File: config.mk
export PLATFORM = sky130hd
export DESIGN_NAME = mem_dcache_ctrl
export DESIGN_NICKNAME = d
export VERILOG_FILES = /design/src/rtl/mem_dcache_ctrl.sv
export SDC_FILE = /design/constraint.sdc
export NUM_CORES = 1
export LEC_CHECK = 0
export ABC_AREA = 1
export CORE_ASPECT_RATIO = 1.2
export CORE_MARGIN = 2
export CORE_UTILIZATION = 55
export CTS_CLUSTER_SIZE = 24
export DETAILED_ROUTE_END_ITERATION = 10
export DONT_BUFFER_PORTS = 1
export PLACE_DENSITY = 0.69
export SLEW_MARGIN = 15
export SYNTH_ARGS = -nofsm -noshare
export SYNTH_HDL_FRONTEND = slang
export SYNTH_SLANG_ARGS = --single-unit
File: constraint.sdc
create_clock -name clk -period 5.5 [get_ports clk]
set_input_delay 1.65 -clock clk [delete_from_list [all_inputs] [get_ports clk]]
set_output_delay 1.65 -clock clk [all_outputs]
set_load 0.01 [all_outputs]
File: src/rtl/mem_dcache_ctrl.sv
// mem_dcache_ctrl: sequences MEM-stage loads/stores onto the Dcache port, stalling the pipeline until completion
module mem_dcache_ctrl #(
    parameter int PERF_W = 16
) (
    input  logic              clk,
    input  logic              rst,
    input  logic              req_i,
    input  logic              rw_i,
    input  logic [1:0]        width_i,
    input  logic              rdtype_i,
    input  logic [31:0]       addr_i,
    input  logic [31:0]       wr_data_i,
    input  logic              flush_i,
    output logic              dc_req_o,
    output logic              dc_rw_o,
    output logic [31:0]       dc_addr_o,
    output logic [3:0]        dc_wstrb_o,
    output logic [31:0]       dc_wdata_o,
    input  logic              dc_gnt_i,
    input  logic              dc_rvalid_i,
    input  logic [31:0]       dc_rdata_i,
    output logic              stall_o,
    output logic              rd_valid_o,
    output logic [31:0]       rd_data_o,
    output logic              misalign_o,
    output logic [PERF_W-1:0] stall_cnt_o
);
    typedef enum logic [2:0] {IDLE, REQ, WAIT, DONE, DRAIN} state_t;
    state_t state, nxt;
    logic rw_q, rdtype_q, mis, acc;
    logic [1:0] width_q, s;
    logic [31:0] addr_q, data_q, rd_data_q, sh, ext;
    logic [PERF_W-1:0] cnt_q;
    assign mis = (width_i == 2'b01 && addr_i[0]) || (width_i[1] && addr_i[1:0] != 2'b00);
    assign acc = state == IDLE && req_i && !mis && !flush_i;
    assign s = addr_q[1:0];
    assign sh = dc_rdata_i >> {s, 3'b000};
    assign ext = width_q == 2'b00 ? {{24{!rdtype_q && sh[7]}}, sh[7:0]} :
                 width_q == 2'b01 ? {{16{!rdtype_q && sh[15]}}, sh[15:0]} : dc_rdata_i;
    always_ff @(posedge clk or posedge rst) begin
        if (rst) state <= IDLE;
        else state <= nxt;
    end
    always_comb begin
        nxt = state;
        case (state)
            IDLE:  nxt = acc ? REQ : IDLE;
            REQ:   nxt = flush_i ? IDLE : !dc_gnt_i ? REQ : dc_rvalid_i ? DONE : WAIT;
            WAIT:  nxt = dc_rvalid_i ? (flush_i ? IDLE : DONE) : flush_i ? DRAIN : WAIT;
            DRAIN: nxt = dc_rvalid_i ? IDLE : DRAIN;
            default: nxt = IDLE;
        endcase
    end
    always_comb begin
        dc_req_o   = state == REQ;
        stall_o    = state == IDLE ? req_i && !mis : state == DRAIN ? req_i : state == REQ || state == WAIT;
        rd_valid_o = state == DONE && !rw_q;
        misalign_o = state == IDLE && req_i && mis;
        dc_rw_o    = rw_q;
        dc_addr_o  = {addr_q[31:2], 2'b00};
        dc_wstrb_o = !rw_q ? 4'b0000 : width_q == 2'b00 ? 4'b0001 << s : width_q == 2'b01 ? 4'b0011 << s : 4'b1111;
        dc_wdata_o = width_q == 2'b00 ? {4{data_q[7:0]}} : width_q == 2'b01 ? {2{data_q[15:0]}} : data_q;
        rd_data_o  = rd_data_q;
        stall_cnt_o = cnt_q;
    end
    always_ff @(posedge clk or posedge rst) begin
        if (rst) begin
            rw_q <= 1'b0;
            rdtype_q <= 1'b0;
            width_q <= 2'b00;
            addr_q <= '0;
            data_q <= '0;
            rd_data_q <= '0;
            cnt_q <= '0;
        end else begin
            if (acc) begin
                rw_q <= rw_i;
                rdtype_q <= rdtype_i;
                width_q <= width_i;
                addr_q <= addr_i;
                data_q <= wr_data_i;
            end
            if (nxt == DONE && !rw_q) rd_data_q <= ext;
            if (stall_o && !(&cnt_q)) cnt_q <= cnt_q + PERF_W'(1);
        end
    end
endmodule

==> out/results.txt <==
run status: completed
DRC: 0
Worst Tran Pin Value: 0.9589 ns
Synth area leaders: dfrtp_1, nand2_1, o21ai_0
Startpoint Class: primary input
gpl congestion: 0.9268
sequential share of the synthesized area: 44.76%
die span in y: 124.5 um
mapped cell area: 6653 um^2
CTS Buffer Depth: 2
Met3 Wirelength: 1217 um
Warnings, synthesis: 0
total track usage: 24.83%
worst hold slack: 0.4871 ns
Max Clock Skew: 0.01381 ns
Final Cycle Share: 71.97%
Hold-fix buffers, CTS: 0
HP Class: reg2reg
post-synth top area share: 44.76%
most used cell along the critical path: nand2_1
# Max-Cap Violations: 0
sequential cell area: 2978 um^2
root buffer cell: clkbuf_16
met2 WL: 7665 um
Pleak: 3.874 nW
Critical Path Max Stage Delay: 0.41 ns
net switching power figure: 0.001227 W
GR Overflow Total: 0
initial drt markers: 396
Worst EP arrival: 2.31 ns
Slew HR: 35.92%
Distinct cells, synth: 28
Core Rows: 44
full die area: 12990 um^2
largest net degree at the start of global routing: 87
io pins: 227
Multi-input gate area: 2768 um^2
Filler cells: 1096
Clk Latency, worst-skew pair: 0.41 ns
critical path class: in2out
core area: 11950 um^2
hold depth: 2
P_int: 0.002087 W
Sw Share: 37.03%
Worst EP required: 3.85 ns
# H-tree levels: 4
PwrDens: 472.7 nW/um^2
RSZ-0062 raised after global routing: no
Final Net Count: 984
Setup crit end kind: output port
Max Clk Rate: 252.6 MHz
Comb power frac: 23.9%
M1 wire length: 6484 um
Top Metal Used: met4
max-slew violations: 0
WP buf/inv: 1
Worst Reg-to-Reg Cells: 8
CTS clk-pin slew, worst paths: 0.06 ns
CP delay by family, top: simple AND/OR/NAND/NOR gates
clock network fraction of design power: 36.3%
vias: 5424
clk sinks: 119
Peak VDD IR: 0.2084 mV
Final setup violation count: 0
Min Clock Period, post-route: 3.958 ns
Post-CTS Setup Bufs: 0
CP Cell Sequence: inv_1, nand2_1, nand2_1, nor3_1
Reg power frac: 39.9%
final core occ: 58.67%
vias in the first global route: 5168
DRT Wirelength: 15880 um
Routed Antenna Nets: 0
Final Hold Viols: 0
first-pass GRT wire length: 25920 um
Syn-to-layout area delta: 5.360%
ANT cells: 0
Synth Instances: 930
CTS buffer count: 17
Stages on worst setup path: 4
Yosys reg bits: 119
critical path fanouts, max: 3
Buffers on Ports: 0
initial antenna violation count: 0
Setup TNS: 0 ns
total power draw: 0.003313 W
CTS resizes: 0
DIE WIDTH: 104.4 um
DP HPWL: 11390 um
Post-Layout Cell Count: 1047
cell taking the most area after synthesis: dfrtp_1
vias per cell: 5.181
layout cells sized above 1: 5.982%
CTS tree: done
slowest stage cell, crit path: nor3_1
number of placed cells counting well taps: 1015
Post-Syn Area per Cell: 7.153 um^2
Initial Util: 55.69%
Routed WL per cell: 15.17 um
DRT Pass-1 Iters: 5
==> per-stage QoR <==
stage	cell area (um^2)	worst slack [ns]
global placement	6366	1.531
detailed placement	6366	1.520
floorplan	6656	0.6925
finish	7009	1.542
CTS	7007	1.517
global route	7009	1.447
==> flip-flops by register name, summed over array words and instances, names as in the netlist <==
register	flops
state	3
data_q	32
stall_cnt_o	16
rd_data_o	32
rdtype_q	1
width_q	2
addr_q	32
dc_rw_o	1
==> metal layers <==
layer	vias up	track usage (%)
met5	-	0
met3	34	6.436
li1	2704	-
met1	2454	31.23
met2	232	39.60
met4	0	12.40
==> Yosys cell counts <==
library cell,number
nand4_1,5
nand2_1,399
ha_1,5
conb_1,1
o22ai_1,1
inv_1,95
xnor2_1,9
dfrtp_1,119
buf_6,7
nor2_8,1
buf_4,42
buf_2,17
clkbuf_1,16
inv_6,1
nor2_2,2
nand2_4,1
a21oi_4,1
o21ai_0,87
nand3_2,2
xor2_1,3
nand3_1,44
o211ai_1,7
nand2_2,4
inv_2,2
nor3_1,2
nor2_1,43
inv_4,1
a21oi_1,13
==> final timing paths <==
path	slack, ns	start	endpoint
worst max-delay path	1.54	width_i[1]	misalign_o
worst min-delay path	0.49	data_q[27]	data_q[27]
worst max register to register	2.85	state[0]	rd_data_o[14]
worst min register to register	0.49	data_q[27]	data_q[27]
max in group asynchronous	3.49	rst	rd_data_o[13]
min in group asynchronous	1.24	rst	stall_cnt_o[2]
==> kinds of logic (layout without fill, tap and decap cells) <==
kind of cell | count (synthesis) | in the layout | share of synthesized area (%)
other | 1 | 2 | 0.05637
XOR/XNOR | 12 | 12 | 1.580
AO/OA/AOI/OAI | 109 | 109 | 8.652
adder cells (fa/ha/maj) | 5 | 5 | 0.9404
flip-flops | 119 | 119 | 44.76
AND/OR/NAND/NOR | 503 | 503 | 30.20
buffers and inverters | 181 | 136 | 13.80
==> placed cells by master (no fill, tap or decap), types with 4 or more instances in the layout <==
| cell | count |
|---|---|
| nor2_1 | 43 |
| bufinv_16 | 4 |
| clkinv_4 | 4 |
| xnor2_1 | 9 |
| nand4_1 | 5 |
| o211ai_1 | 7 |
| inv_1 | 94 |
| clkbuf_16 | 17 |
| buf_4 | 5 |
| nand2_1 | 399 |
| a21oi_1 | 13 |
| nand2_2 | 4 |
| inv_6 | 8 |
| dfrtp_1 | 119 |
| ha_1 | 5 |
| o21ai_0 | 87 |
| nand3_1 | 44 |
==> power by group through the flow <==
stage / registers, W / logic, W / clock network [W]
after global routing: 0.00135 / 0.000909 / 0.00127
after global placement: 0.00133 / 0.000772 / 0
after detailed placement: 0.00133 / 0.000797 / 0
after CTS: 0.00132 / 0.000797 / 0.00122
final: 0.00132 / 0.000790 / 0.00120
after floorplan: 0.00123 / 0.000819 / 0
==> worst min-delay path, stage by stage (launching register included) <==
cell,delay [ns]
dfrtp_1,0.34
nand2_1,0.05
o21ai_0,0.06
==> area by class of cell <==
class | instances | area share [%]
clock inverters | 15 | 3.070
well taps | 161 | 2.874
inverters | 99 | 5.480
clock buffers | 17 | 6.069
multi-input cells | 631 | 39.49
flip-flops and latches | 119 | 42.48
repair buffers | 5 | 0.5355
Note: power is estimated with default switching activity, not from simulation.
